===== src/rtl/pc_redirect_unit_if.sv =====
// -----------------------------------------------------------------------------
// pc_redirect_unit_if
// Purpose : groups the fetch-PC control inputs and the fetch-PC outputs of
//           pc_redirect_unit into one bundle.
// Signals :
//   stall_f          hold PC this cycle
//   pc_sel_d[1:0]    decode selection (1 = npc_d, others = PC+4)
//   npc_d            branch/jump target from decode
//   eret_m           eret in MEM, return to epc
//   epc              CP0 EPC
//   exc_req          exception/interrupt taken in MEM
//   pc_f             current fetch PC (registered)
//   pc4_f            pc_f + 4
//   flush_req        one-cycle flush pulse for younger stages
//   redirect_pending an M-stage redirect waits for stall release
//   fetch_adel       fetch address error (range-check builds only)
// Modports: master drives the controls and observes the PC (pipeline side),
//           slave is the redirect unit itself.
// -----------------------------------------------------------------------------
interface pc_redirect_unit_if #(
    parameter int unsigned WIDTH = 32
);
    logic             stall_f;
    logic [1:0]       pc_sel_d;
    logic [WIDTH-1:0] npc_d;
    logic             eret_m;
    logic [WIDTH-1:0] epc;
    logic             exc_req;
    logic [WIDTH-1:0] pc_f;
    logic [WIDTH-1:0] pc4_f;
    logic             flush_req;
    logic             redirect_pending;
    logic             fetch_adel;

    modport master (
        output stall_f, pc_sel_d, npc_d, eret_m, epc, exc_req,
        input  pc_f, pc4_f, flush_req, redirect_pending, fetch_adel
    );

    modport slave (
        input  stall_f, pc_sel_d, npc_d, eret_m, epc, exc_req,
        output pc_f, pc4_f, flush_req, redirect_pending, fetch_adel
    );
endinterface : pc_redirect_unit_if


===== src/rtl/pc_redirect_unit.sv =====
// -----------------------------------------------------------------------------
// pc_redirect_unit
// Purpose : fetch-stage PC register with prioritised next-PC selection
//           (exception > eret > latched redirect > decode target > PC+4).
//           M-stage redirects that arrive while fetch is stalled are latched
//           in a pending register so they survive the stall.
// Ports   :
//   clk    rising-edge clock
//   reset  synchronous, active-high
//   bus    pc_redirect_unit_if.slave (controls in, fetch PC / status out)
// Config  : define PC_RANGE_CHECK_EN to drive fetch_adel from a range and
//           alignment check of pc_f against PC_LO..PC_HI; otherwise
//           fetch_adel is tied low and no comparators are built.
// -----------------------------------------------------------------------------
module pc_redirect_unit #(
    parameter int unsigned      WIDTH      = 32,
    parameter logic [WIDTH-1:0] RESET_PC   = 32'h0000_3000,
    parameter logic [WIDTH-1:0] EXC_VECTOR = 32'h0000_4180,
    parameter logic [WIDTH-1:0] PC_LO      = 32'h0000_3000,
    parameter logic [WIDTH-1:0] PC_HI      = 32'h0000_6ffc
) (
    input  logic                clk,
    input  logic                reset,
    pc_redirect_unit_if.slave   bus
);

    typedef enum logic {
        ST_RUN  = 1'b0,
        ST_PEND = 1'b1
    } state_e;

    typedef enum logic {
        KIND_EXC  = 1'b0,
        KIND_ERET = 1'b1
    } kind_e;

    localparam logic [WIDTH-1:0] PC_STEP = WIDTH'(4);

    state_e           state_q,  state_d;
    kind_e            pend_kind_q, pend_kind_d;
    logic [WIDTH-1:0] pend_target_q, pend_target_d;
    logic [WIDTH-1:0] pc_q, pc_d;
    logic             flush_q, flush_d;
    logic             fetch_adel_s;

    // Elaboration-time sanity check: the reset PC must be a legal fetch address.
    if ((RESET_PC < PC_LO) || (RESET_PC > PC_HI)) begin : g_bad_reset_pc
        $error("pc_redirect_unit: RESET_PC outside PC_LO..PC_HI");
    end

    // Next-state and next-PC selection.
    always_comb begin
        state_d       = state_q;
        pend_kind_d   = pend_kind_q;
        pend_target_d = pend_target_q;
        pc_d          = pc_q;
        flush_d       = 1'b0;

        case (state_q)
            ST_RUN: begin
                if (!bus.stall_f) begin
                    if (bus.exc_req) begin
                        pc_d    = EXC_VECTOR;
                        flush_d = 1'b1;
                    end else if (bus.eret_m) begin
                        pc_d    = bus.epc;
                        flush_d = 1'b1;
                    end else if (bus.pc_sel_d == 2'd1) begin
                        pc_d = bus.npc_d;
                    end else begin
                        // Reserved selections 2/3 fall back to sequential fetch.
                        pc_d = pc_q + PC_STEP;
                    end
                end else begin
                    // Stalled: PC holds; decode will re-present its selection,
                    // but an M-stage redirect must be remembered.
                    if (bus.exc_req) begin
                        pend_kind_d   = KIND_EXC;
                        pend_target_d = EXC_VECTOR;
                        state_d       = ST_PEND;
                    end else if (bus.eret_m) begin
                        pend_kind_d   = KIND_ERET;
                        pend_target_d = bus.epc;
                        state_d       = ST_PEND;
                    end else begin
                        state_d = ST_RUN;
                    end
                end
            end

            ST_PEND: begin
                if (bus.stall_f) begin
                    // An exception always supersedes; an eret may only replace
                    // an older eret, never a pending exception.
                    if (bus.exc_req) begin
                        pend_kind_d   = KIND_EXC;
                        pend_target_d = EXC_VECTOR;
                    end else if (bus.eret_m && (pend_kind_q == KIND_ERET)) begin
                        pend_target_d = bus.epc;
                    end else begin
                        pend_target_d = pend_target_q;
                    end
                end else begin
                    // Release: same-cycle M redirects are younger and win.
                    if (bus.exc_req) begin
                        pc_d = EXC_VECTOR;
                    end else if (bus.eret_m) begin
                        pc_d = bus.epc;
                    end else begin
                        pc_d = pend_target_q;
                    end
                    flush_d       = 1'b1;
                    state_d       = ST_RUN;
                    pend_kind_d   = KIND_EXC;
                    pend_target_d = '0;
                end
            end

            default: begin
                state_d       = ST_RUN;
                pend_kind_d   = KIND_EXC;
                pend_target_d = '0;
            end
        endcase
    end

    // State, pending redirect, PC and flush registers.
    always_ff @(posedge clk) begin
        if (reset) begin
            state_q       <= ST_RUN;
            pend_kind_q   <= KIND_EXC;
            pend_target_q <= '0;
            pc_q          <= RESET_PC;
            flush_q       <= 1'b0;
        end else begin
            state_q       <= state_d;
            pend_kind_q   <= pend_kind_d;
            pend_target_q <= pend_target_d;
            pc_q          <= pc_d;
            flush_q       <= flush_d;
        end
    end

`ifdef PC_RANGE_CHECK_EN
    // Misaligned or out-of-window fetch address; PC still advances normally.
    always_comb begin
        fetch_adel_s = (pc_q[1:0] != 2'b00) || (pc_q < PC_LO) || (pc_q > PC_HI);
    end
`else
    // Range check not built.
    always_comb begin
        fetch_adel_s = 1'b0;
    end
`endif

    assign bus.pc_f             = pc_q;
    assign bus.pc4_f            = pc_q + PC_STEP;
    assign bus.flush_req        = flush_q;
    assign bus.redirect_pending = (state_q == ST_PEND);
    assign bus.fetch_adel       = fetch_adel_s;

endmodule : pc_redirect_unit


===== src/flat_wrapper.sv =====
// flat-port wrapper written by rule: the top's interface ports become plain ports
module pc_redirect_unit_flat 
#(
    parameter int unsigned      WIDTH      = 32,
    parameter logic [WIDTH-1:0] RESET_PC   = 32'h0000_3000,
    parameter logic [WIDTH-1:0] EXC_VECTOR = 32'h0000_4180,
    parameter logic [WIDTH-1:0] PC_LO      = 32'h0000_3000,
    parameter logic [WIDTH-1:0] PC_HI      = 32'h0000_6ffc
)
  (clk, reset, bus_stall_f, bus_pc_sel_d, bus_npc_d, bus_eret_m, bus_epc, bus_exc_req, bus_pc_f, bus_pc4_f, bus_flush_req, bus_redirect_pending, bus_fetch_adel);
  pc_redirect_unit_if #(.WIDTH(WIDTH)) bus_i ();
  input  logic clk;
  input  logic reset;
  input wire logic [$bits(bus_i.stall_f)-1:0] bus_stall_f;
  input wire logic [$bits(bus_i.pc_sel_d)-1:0] bus_pc_sel_d;
  input wire logic [$bits(bus_i.npc_d)-1:0] bus_npc_d;
  input wire logic [$bits(bus_i.eret_m)-1:0] bus_eret_m;
  input wire logic [$bits(bus_i.epc)-1:0] bus_epc;
  input wire logic [$bits(bus_i.exc_req)-1:0] bus_exc_req;
  output wire logic [$bits(bus_i.pc_f)-1:0] bus_pc_f;
  output wire logic [$bits(bus_i.pc4_f)-1:0] bus_pc4_f;
  output wire logic [$bits(bus_i.flush_req)-1:0] bus_flush_req;
  output wire logic [$bits(bus_i.redirect_pending)-1:0] bus_redirect_pending;
  output wire logic [$bits(bus_i.fetch_adel)-1:0] bus_fetch_adel;
  assign bus_i.stall_f = bus_stall_f;
  assign bus_i.pc_sel_d = bus_pc_sel_d;
  assign bus_i.npc_d = bus_npc_d;
  assign bus_i.eret_m = bus_eret_m;
  assign bus_i.epc = bus_epc;
  assign bus_i.exc_req = bus_exc_req;
  assign bus_pc_f = bus_i.pc_f;
  assign bus_pc4_f = bus_i.pc4_f;
  assign bus_flush_req = bus_i.flush_req;
  assign bus_redirect_pending = bus_i.redirect_pending;
  assign bus_fetch_adel = bus_i.fetch_adel;
  pc_redirect_unit #(.WIDTH(WIDTH), .RESET_PC(RESET_PC), .EXC_VECTOR(EXC_VECTOR), .PC_LO(PC_LO), .PC_HI(PC_HI)) u_core (.clk(clk), .reset(reset), .bus(bus_i));
endmodule

===== config.mk =====
export PLATFORM = sky130hd
export DESIGN_NAME = pc_redirect_unit_flat
export DESIGN_NICKNAME = d
export VERILOG_FILES = /design/src/rtl/pc_redirect_unit_if.sv /design/src/rtl/pc_redirect_unit.sv /design/src/flat_wrapper.sv
export SDC_FILE = /design/constraint.sdc
export NUM_CORES = 1
export LEC_CHECK = 0
export CAP_MARGIN = 20
export CORE_MARGIN = 3
export CORE_UTILIZATION = 25
export CTS_BUF_LIST = sky130_fd_sc_hd__clkbuf_8
export DETAILED_ROUTE_END_ITERATION = 16
export DONT_BUFFER_PORTS = 1
export GPL_TIMING_DRIVEN = 1
export HOLD_SLACK_MARGIN = 0.08
export PLACE_DENSITY = 0.46
export SYNTH_ARGS = -nofsm -noshare
export SYNTH_HDL_FRONTEND = slang
export SYNTH_SLANG_ARGS = --single-unit

===== constraint.sdc =====
create_clock -name clk -period 2.5 [get_ports clk]
set_input_delay 0.5 -clock clk [delete_from_list [all_inputs] [get_ports clk]]
set_output_delay 0.5 -clock clk [all_outputs]
set_load 0.02 [all_outputs]

Word level (Yosys, flattened, before mapping)
Cells that the tools add are included.

cells by class
  add/sub/neg operators = 1
  multiply operators = 0
  div/mod/pow operators = 0
  magnitude comparators = 0
  equal/unequal tests = 7
  shift operators = 0
  mux-type cells = 27
  bitwise operators = 1
  reduce and logical (&&, ||, !) cells = 4

operator list
  cell                     count
  $mux W32                 11
  $pmux W32 S2             2
  $add A32 B3 Y32 const B  1
  $mux W1                  11
  $ne A2 B2 Y1 const B     3
  $ne A3 B3 Y1 const B     2
  $pmux W1 S2              3
  $ne A4 B4 Y1 const B     1
  $reduce_and A2 Y1        2
  $reduce_and A3 Y1        1
  $eq A2 B1 Y1 const B     1
  $logic_and A1 B1 Y1      1
  $not A1 Y1               1

word-level totals
  flip-flop bits (word level) = 67
  latch bits = 0
  memory bits (writable) = 0
  ROM bits = 0
  bits of input ports = 71
  output and inout bits = 67
  logic and storage cells = 45
  memories = 0

Logic depth before layout (Yosys ltp)
Gate-level depths: netlist of run 1.

  depth after elaboration = 6
  gate-level depth with buffers = 8

Worst setup path before layout of run 1
Ideal clock, no wire load.

  kind = register -> output
  from = reg u_core.pc_q[7] (netlist: u_core.bus.pc_f[7])
  to = out bus_pc4_f[31]
  arrival time = 1935 ps
  required time = 2000 ps
  slack = 65 ps
  cell stages (with the launch flop) = 6
  path buffers = 1
  cell sequence = dfxtp_1 -> nand4_2 -> buf_6 -> or3_4 -> nor4_4 -> xor2_1

between the ends
  word-level cells in the longest chain between the ends = 1

ends and longest elaborated chain
  what                    line                     RTL
  from (decl)             pc_redirect_unit.sv:42   logic [WIDTH-1:0] pc_q, pc_d;
  from (signal assigned)  pc_redirect_unit.sv:139  pc_q <= pc_d;
  $add A32 B3 Y32         pc_redirect_unit.sv:157  assign bus.pc4_f = pc_q + PC_STEP;
  to (decl)               flat_wrapper.sv:21       output wire logic [$bits(bus_i.pc4_f)-1:0] bus_pc4_f;

No other way between the ends.

Worst setup path in the final report of run 1
  from = reg u_core.pc_q[3] (netlist: u_core.bus.pc_f[3])
  to = out bus_pc4_f[30]

Same word-level chain as after synthesis.

==> impl_metrics.yaml, run 1 <==
outcome:
  status: "complete, but fails checks"
  violations: "setup timing"
timing:
  worst_slew_pin_slew_ps: 676
  period_share_pct: 101
  max_freq_mhz: 395
  max_slew_margin_pct: 54.6
  hold_viol_final: 0
  setup_ws_ps: -34.3
  hold_ws_ps: 201
  drv_slew: 0
  setup_violations: 4
  fin_worst_skew_ps: 12.5
  rsz0062_at_grt: "true"
  period_needed_ps: 2530
finish:
  area_delta_synth_final_pct: 25.8
  final_core_util_pct: 32.8
  drive_above_1_share_pct: 25.3
  nets: 707
  layout_commonest_cell: "buf_4"
  fillers: 1793
  final_cell_mix: "81 x buf_4, 67 x nand2_1, 66 x nor2_1"
clock_tree:
  cts_buffers: 9
  path_clk_slew_ps: 80
  cts.sinks: 67
  clk_latency_ps: 370
  clk_path_buf_depth: 2
  ctsHtreeMaxLevel: 3
  cts_tree: "yes"
  cts_root_buffer: "clkbuf_8"
global_routing:
  overflow: 0
  grt_start_max_net_pins: 71
  grt_use_total_pct: 17.5
  antenna_found_initial: 1
  grt_pass1_wl_mm: 26.9
  grt_pass1_vias: 4529
synthesis:
  yosysSeqAreaShare_pct: 30.4
  syn_nets: 660
  synth-async-reset-ratio_pct: 0
  syn_inst: 588
  synth_area_um2: 4410
  yosysWarnings: 0
  ys.flop_type: "dfxtp_1"
  yosysUniqueCellTypes: 67
  ys_ff_latch: 67
  avgSynthCellArea_um2: 7.50
  synth_edf_count: 0
critical_path:
  critPathLaunchType: "flop"
  crit_path_max_fanout: 5
  required_ps: 2000
  path_class: "reg -> out"
  worstSetupEndpointType: "primary output"
  cp.arrival_ps: 2030
hold_path:
  hold_path.class: "in -> reg"
placement:
  port_buffers: 0
  routabilityCongestion: 0.887
  dpl.hpwl_mm: 12.6
routing:
  ant_nets: 0
  drtPass1Iterations: 5
  wl_mm: 17.5
  drc: 0
  drtIter0Drc: 372
  via_per_inst: 5.39
  wl_per_cell_um: 20.4
  route.vias.total: 4642
floorplan:
  rows: 47
  dieArea_um2: 19300
  core-area_um2: 16900
  fp.dieH_um: 139
  die_x_um: 139
  ioPinCount: 138
  start_util_pct: 26.0
pwr:
  powerDensity_nw_per_um2: 492
  peakVddDrop_mv: 0.219
  power_uw: 2730
  p_leak_uw: 0.00211
job:
  drv_cap: 0
routing by layer:
| layer | GRT usage, % | vias to the layer above | share of wire [%] | wire length, um |
|---|---|---|---|---|
| li1 | - | 2239 | - | - |
| met1 | 22.3 | 2225 | 42 | 7360 |
| met4 | 6.39 | 0 | 2.4 | 416 |
| met5 | 0 | - | 0 | 0 |
| met3 | 6.28 | 26 | 9.3 | 1630 |
| met2 | 27.4 | 152 | 46 | 8140 |
Yosys cell counts (4+ instances only):
library cell	number	share of area [%]
nand2_1	69	5.9
dfxtp_1	67	30
nor2_1	66	5.6
o21ai_0	39	4.4
a21oi_1	33	3.7
a22oi_1	29	4.9
clkbuf_1	25	2.1
xnor2_1	20	4.0
buf_2	19	2.2
nand3_1	19	2.2
inv_1	17	1.4
nor3_1	13	1.5
a221oi_1	12	2.4
a31oi_1	10	1.4
mux2i_1	9	2.0
and3_1	8	1.1
o22ai_1	8	1.1
or3_1	8	1.1
nand4_1	7	0.99
a311oi_1	6	1.2
o21a_1	6	1.0
a221o_1	5	1.1
nand2b_1	5	0.71
xor2_1	5	0.99
a2111oi_2	4	1.4
buf_1	4	0.34
buf_4	4	0.68
nor4_1	4	0.57
o211ai_1	4	0.68
or2_2	4	0.57
power breakdown:
part           total [uW]  switching [uW]  internal, uW
registers            1170            52.4          1120
clock network        1030             476           558
logic                 525             324           200
registers in the layout, indices dropped and copies added, names as in the netlist:
| signal | flops |
|---|---|
| u_core.bus.redirect_pending | 1 |
| u_core.pend_kind_q | 1 |
| u_core.pend_target_q | 32 |
| u_core.bus.pc_f | 32 |
| u_core.bus.flush_req | 1 |
through the flow:
step / cell area, um2 / setup TNS [ps] / std cells / setup WS, ps
detailed placement: 4980 / 0 / 826 / 53.4
CTS: 5390 / -350 / 856 / -93.4
floorplan: 4410 / 0 / 588 / 65.0
global placement: 4980 / 0 / 826 / 103
finish: 5550 / -36.7 / 861 / -34.3
global route: 5550 / -792 / 861 / -149
final cells by class:
class / count / area [um2] / share of cell area (%)
diodes: 1 / 2.50 / 0.0451
well taps: 220 / 275 / 4.96
clock buffers: 9 / 124 / 2.23
inverters: 18 / 67.6 / 1.22
flip-flops and latches: 67 / 1360 / 24.6
repair buffers: 89 / 698 / 12.6
clock inverters: 7 / 92.6 / 1.67
multi-input cells: 450 / 2930 / 52.7
final timing paths:
path / start / to / slack, ps / depth (start not counted)
worst max register to register: u_core.bus.pc_f[8]$_SDFFE_PP0P_ / u_core.bus.pc_f[27]$_SDFFE_PP0P_ / 130 / 13
worst max-delay path: u_core.bus.pc_f[3]$_SDFFE_PP0P_ / bus_pc4_f[30] / -30 / 8
worst min-delay path: reset / u_core.bus.pc_f[28]$_SDFFE_PP0P_ / 200 / 1
worst min register to register: u_core.pend_target_q[29]$_SDFFE_PP0P_ / u_core.pend_target_q[29]$_SDFFE_PP0P_ / 500 / 2
critical path: stages (launching register included):
cell and delay [ps]:
dfxtp_4 380, ha_4 140, nand4_1 190, nor4_4 220, buf_4 160, and2_4 180, nand3_2 100, xnor2_2 150
buf_4 160
logic make-up after synthesis:
| logic type | after synthesis | share of synthesized area (%) |
|---|---|---|
| flops | 67 | 30.4 |
| simple gates | 230 | 26.6 |
| mux | 9 | 2.04 |
| buf+inv | 71 | 7.09 |
| fa+ha+maj | 1 | 0.284 |
| compound gates | 184 | 28.6 |
| xor+xnor | 25 | 4.96 |
| other cells | 1 | 0.0850 |
repair_timing:
action,4_1_cts,5_1_grt
resized for setup,27,26
setup endpoints to repair,16,19
pin swaps,10,9
cloned,0,0
buffers inserted,14,4
hold buffers,0,0
Note: power is estimated with default switching activity, not from simulation.
==> inputs of run 2 (changes only) <==
--- a/config.mk
+++ b/config.mk
@@ -6,14 +6,12 @@
 export NUM_CORES = 1
 export LEC_CHECK = 0
 export CAP_MARGIN = 20
-export CORE_MARGIN = 3
 export CORE_UTILIZATION = 25
 export CTS_BUF_LIST = sky130_fd_sc_hd__clkbuf_8
 export DETAILED_ROUTE_END_ITERATION = 16
 export DONT_BUFFER_PORTS = 1
 export GPL_TIMING_DRIVEN = 1
 export HOLD_SLACK_MARGIN = 0.08
-export PLACE_DENSITY = 0.46
 export SYNTH_ARGS = -nofsm -noshare
 export SYNTH_HDL_FRONTEND = slang
 export SYNTH_SLANG_ARGS = --single-unit
==> impl_metrics.yaml, run 2 (synthesis results as in run 1) <==
timing:
  period_needed_ps: 2490
  setup_violations: 0
  max_freq_mhz: 401
  fin_setup_tns_ps: 0
  hold_viol_final: 0
  drv_slew: 0
  setup_ws_ps: 9.32
  fin_worst_skew_ps: 7.00
  max_slew_margin_pct: 56.7
  rsz0062_at_grt: "true"
  worst_slew_pin_slew_ps: 645
  period_share_pct: 99.6
global_routing:
  grt_start_max_net_pins: 71
  grt_pass1_vias: 4304
  overflow: 0
  antenna_found_initial: 1
  grt_use_total_pct: 18.2
  grt_pass1_wl_mm: 25.0
job:
  drv_cap: 0
floorplan:
  rows: 48
  dieArea_um2: 18200
  die_x_um: 135
  start_util_pct: 25.6
  fp.dieH_um: 135
  core-area_um2: 17200
  ioPinCount: 138
placement:
  placed_area_um2: 4990
  dp_slack_ps: 92.8
  routabilityCongestion: 0.844
  dpl.hpwl_mm: 11.8
  port_buffers: 0
critical_path:
  r2r_cells: 10
  critPathLaunchType: "flop"
  path_class: "reg -> out"
  required_ps: 2000
  cp.arrival_ps: 1990
  rr_endpoint: "u_core.bus.pc_f[30]$_SDFFE_PP0P_"
  r2r-start: "u_core.bus.pc_f[3]$_SDFFE_PP0P_"
  crit_path_max_fanout: 7
  worstSetupEndpointType: "primary output"
  rrSetupSlack_ps: 410
hold_path:
  hp-start: "reset"
  hold_path.class: "in -> reg"
  hold_depth: 1
  hold-path-endpoint: "u_core.bus.pc_f[28]$_SDFFE_PP0P_"
routing:
  drc: 0
  via_per_inst: 5.37
  drtPass1Iterations: 5
  wl_mm: 16.5
  wl_per_cell_um: 19.1
  route.vias.total: 4648
  drtIter0Drc: 489
  ant_nets: 0
pwr:
  peakVddDrop_mv: 0.194
  p_leak_uw: 0.00211
  powerDensity_nw_per_um2: 463
  power_uw: 2550
clock_tree:
  path_clk_slew_ps: 80
  ctsHtreeMaxLevel: 3
  clk_latency_ps: 360
  cts_root_buffer: "clkbuf_8"
  cts_buffers: 9
  cts.sinks: 67
  clk_path_buf_depth: 2
  ctsHoldBuffers: 0
  cts_tree: "yes"
finish:
  final_core_util_pct: 31.9
  drive_above_1_share_pct: 25.0
  layout_commonest_cell: "buf_4"
  nets: 707
  area_delta_synth_final_pct: 24.8
  final_cell_area_um2: 5510
  final_cell_mix: "86 x buf_4, 66 x nand2_1, 66 x nor2_1"
outcome:
  status: "completed"
[run 2: cell type report]
| type | instances | area (um2) |
|---|---|---|
| Clock inverter | 3 | 13.8 |
| Timing Repair Buffer | 89 | 688 |
| Multi-Input combinational cell | 450 | 2920 |
| Sequential cell | 67 | 1370 |
| Tap cell | 225 | 282 |
| Inverter | 18 | 67.6 |
| Fill cell | 1838 | 11700 |
| Clock buffer | 12 | 165 |
| Antenna cell | 2 | 5.00 |
[run 2: worst max path at each step]
stage                                          from  depth (start not counted)  slack (ps)            end
CTS                 u_core.bus.pc_f[3]$_SDFFE_PP0P_                          8         -60  bus_pc4_f[30]
floorplan           u_core.bus.pc_f[7]$_SDFFE_PP0P_                          5          60  bus_pc4_f[31]
global route        u_core.bus.pc_f[2]$_SDFFE_PP0P_                          8         -70  bus_pc4_f[24]
global placement    u_core.bus.pc_f[3]$_SDFFE_PP0P_                          8         110  bus_pc4_f[28]
finish              u_core.bus.pc_f[6]$_SDFFE_PP0P_                          7           9  bus_pc4_f[19]
detailed placement  u_core.bus.pc_f[3]$_SDFFE_PP0P_                          8          90  bus_pc4_f[28]
[run 2: metrics by stage]
| step | std cells | hold WS, ps |
|---|---|---|
| after floorplan | 588 | 465 |
| after global placement | 832 | 478 |
| after detailed placement | 832 | 483 |
| after CTS | 856 | 200 |
| after global routing | 865 | 202 |
| final | 866 | 207 |
[run 2: worst max-delay path, stage by stage, from the launching register on]
cell and delay (ps):
dfxtp_2 360, nand4_4 170, buf_4 200, nor4_4 290, buf_6 170, nand3_1 120
xnor2_1 160, buf_4 160
[run 2: layer usage]
| metal | wire length (um) | share of wire [%] | global-route usage [%] | up-vias |
|---|---|---|---|---|
| li1 | - | - | - | 2233 |
| met4 | 215 | 1.3 | 5.93 | 0 |
| met2 | 7590 | 46 | 27.7 | 159 |
| met3 | 1850 | 11 | 8.33 | 17 |
| met5 | 0 | 0 | 0 | - |
| met1 | 6870 | 42 | 22.6 | 2239 |
[run 2: report_power, final]
part | total [uW] | internal [uW] | switching (uW)
logic | 523 | 203 | 320
registers | 1170 | 1120 | 50.7
clock network | 861 | 430 | 431
[run 2: what timing repair did]
| action | 4_1_cts | 5_1_grt |
|---|---|---|
| setup buffers | 9 | 8 |
| pin swaps | 9 | 13 |
| resized for setup | 31 | 15 |
| setup endpoints to repair | 17 | 16 |
==> inputs of run 3 (changes only) <==
--- a/config.mk
+++ b/config.mk
@@ -10,7 +10,7 @@
 export CTS_BUF_LIST = sky130_fd_sc_hd__clkbuf_8
 export DETAILED_ROUTE_END_ITERATION = 16
 export DONT_BUFFER_PORTS = 1
-export GPL_TIMING_DRIVEN = 1
+export GPL_TIMING_DRIVEN = 0
 export HOLD_SLACK_MARGIN = 0.08
 export SYNTH_ARGS = -nofsm -noshare
 export SYNTH_HDL_FRONTEND = slang
==> impl_metrics.yaml, run 3 (synthesis results as in run 1) <==
outcome:
  status: "complete, but fails checks"
  violations: "setup timing"
floorplan:
  core-area_um2: 17200
  start_util_pct: 25.6
  ioPinCount: 138
  rows: 48
  dieArea_um2: 18200
  die_x_um: 135
  fp.dieH_um: 135
global_routing:
  grt_start_max_net_pins: 11
  antenna_found_initial: 2
  grt_pass1_vias: 4456
  grt_pass1_wl_mm: 26.9
  overflow: 0
  grt_use_total_pct: 19.9
clock_tree:
  cts.sinks: 67
  clk_latency_ps: 360
  cts_buffers: 9
  path_clk_slew_ps: 80
  clk_path_buf_depth: 2
  cts_root_buffer: "clkbuf_8"
  ctsHtreeMaxLevel: 3
  cts_tree: "yes"
finish:
  area_delta_synth_final_pct: 30.1
  final_core_util_pct: 33.3
  nets: 698
  final_cell_area_um2: 5740
  drive_above_1_share_pct: 25.6
  finalNonFillerCells: 856
  final_cell_mix: "63 x nor2_1, 62 x nand2_1, 41 x dfxtp_1"
  layout_commonest_cell: "nor2_1"
timing:
  drv_slew: 0
  max_freq_mhz: 376
  period_needed_ps: 2660
  setup_ws_ps: -158
  hold_viol_final: 0
  hold_ws_ps: 302
  setup_violations: 8
  rsz0062_at_grt: "true"
  max_slew_margin_pct: 51.3
  fin_worst_skew_ps: 9.60
  worst_slew_pin_slew_ps: 730
  period_share_pct: 106
pwr:
  sw_frac_of_total_pct: 34.8
  peakVddDrop_mv: 0.207
  seqPwrFrac_pct: 48.3
  power_uw: 2550
  pwr-share-comb_pct: 20.1
  pwr-share-clk_pct: 31.6
  p_leak_uw: 0.00217
  powerDensity_nw_per_um2: 445
  p_int_uw: 1660
  p_switching_uw: 889
critical_path:
  cp.arrival_ps: 2160
  worstSetupEndpointType: "primary output"
  crit_path_max_fanout: 7
  rrSetupSlack_ps: 130
  critPathLaunchType: "flop"
  path_class: "reg -> out"
  required_ps: 2000
placement:
  dp_cells: 813
  dpl.hpwl_mm: 13.7
  routabilityCongestion: 0.859
  port_buffers: 0
  placed_area_um2: 4690
routing:
  ant_nets: 0
  via_per_inst: 5.56
  wl_mm: 18.2
  route.vias.total: 4762
  drtPass1Iterations: 5
  wl_per_cell_um: 21.3
  drtIter0Drc: 460
  drc: 0
job:
  drv_cap: 0
hold_path:
  hold_path.class: "in -> reg"
run 3: critical path: stages (launching register included):
cell	delay, ps
dfxtp_4	440
ha_4	160
nand4_1	240
nor4_4	280
and2_1	190
buf_6	140
nand3_4	100
xnor2_4	250
run 3: path summary, 6_finish.rpt:
kind	cells past startpoint	end	start
worst max-delay path	7	bus_pc4_f[30]	u_core.bus.pc_f[2]$_SDFFE_PP0P_
worst min-delay path	2	u_core.pend_target_q[15]$_SDFFE_PP0P_	bus_epc[15]
worst max register to register	6	u_core.bus.pc_f[28]$_SDFFE_PP0P_	u_core.bus.redirect_pending$_SDFF_PP0_
worst min register to register	2	u_core.pend_target_q[19]$_SDFFE_PP0P_	u_core.pend_target_q[19]$_SDFFE_PP0P_
run 3: layout make-up:
type,count,area (um2)
Antenna cell,1,2.50
Buffer,52,285
Clock buffer,10,138
Clock inverter,5,22.5
Fill cell,1774,11500
Inverter,18,67.6
Multi-Input combinational cell,450,3280
Sequential cell,67,1420
Tap cell,225,282
Timing Repair Buffer,28,238
run 3: stage by stage:
stage	worst slack (ps)	TNS (ps)
global placement	-418	-3570
global route	-234	-1550
floorplan	65.0	0
detailed placement	-433	-3750
finish	-158	-696
CTS	-174	-987
run 3: power groups by stage:
stage          clock [uW]  combinational, uW  sequential [uW]
6_report              806                514             1230
3_5_place_dp            0                460             1240
5_1_grt               861                555             1240
4_1_cts               816                496             1230
2_1_floorplan           0                349             1220
3_3_place_gp            0                456             1240
run 3: timing repair:
item / in CTS / in global routing
hold buffers: 0 / 0
endpoints found under the setup margin: 23 / 25
pin swaps: 21 / 12
gates resized for setup: 117 / 27
setup buffers: 22 / 6
run 3: metal layers:
metal	vias to the layer above	part of all wire, %	global-route usage (%)
met3	48	11	8.07
met2	208	46	31.1
met1	2276	40	23.5
met5	-	0.049	0
met4	2	3.5	9.68
li1	2228	-	-
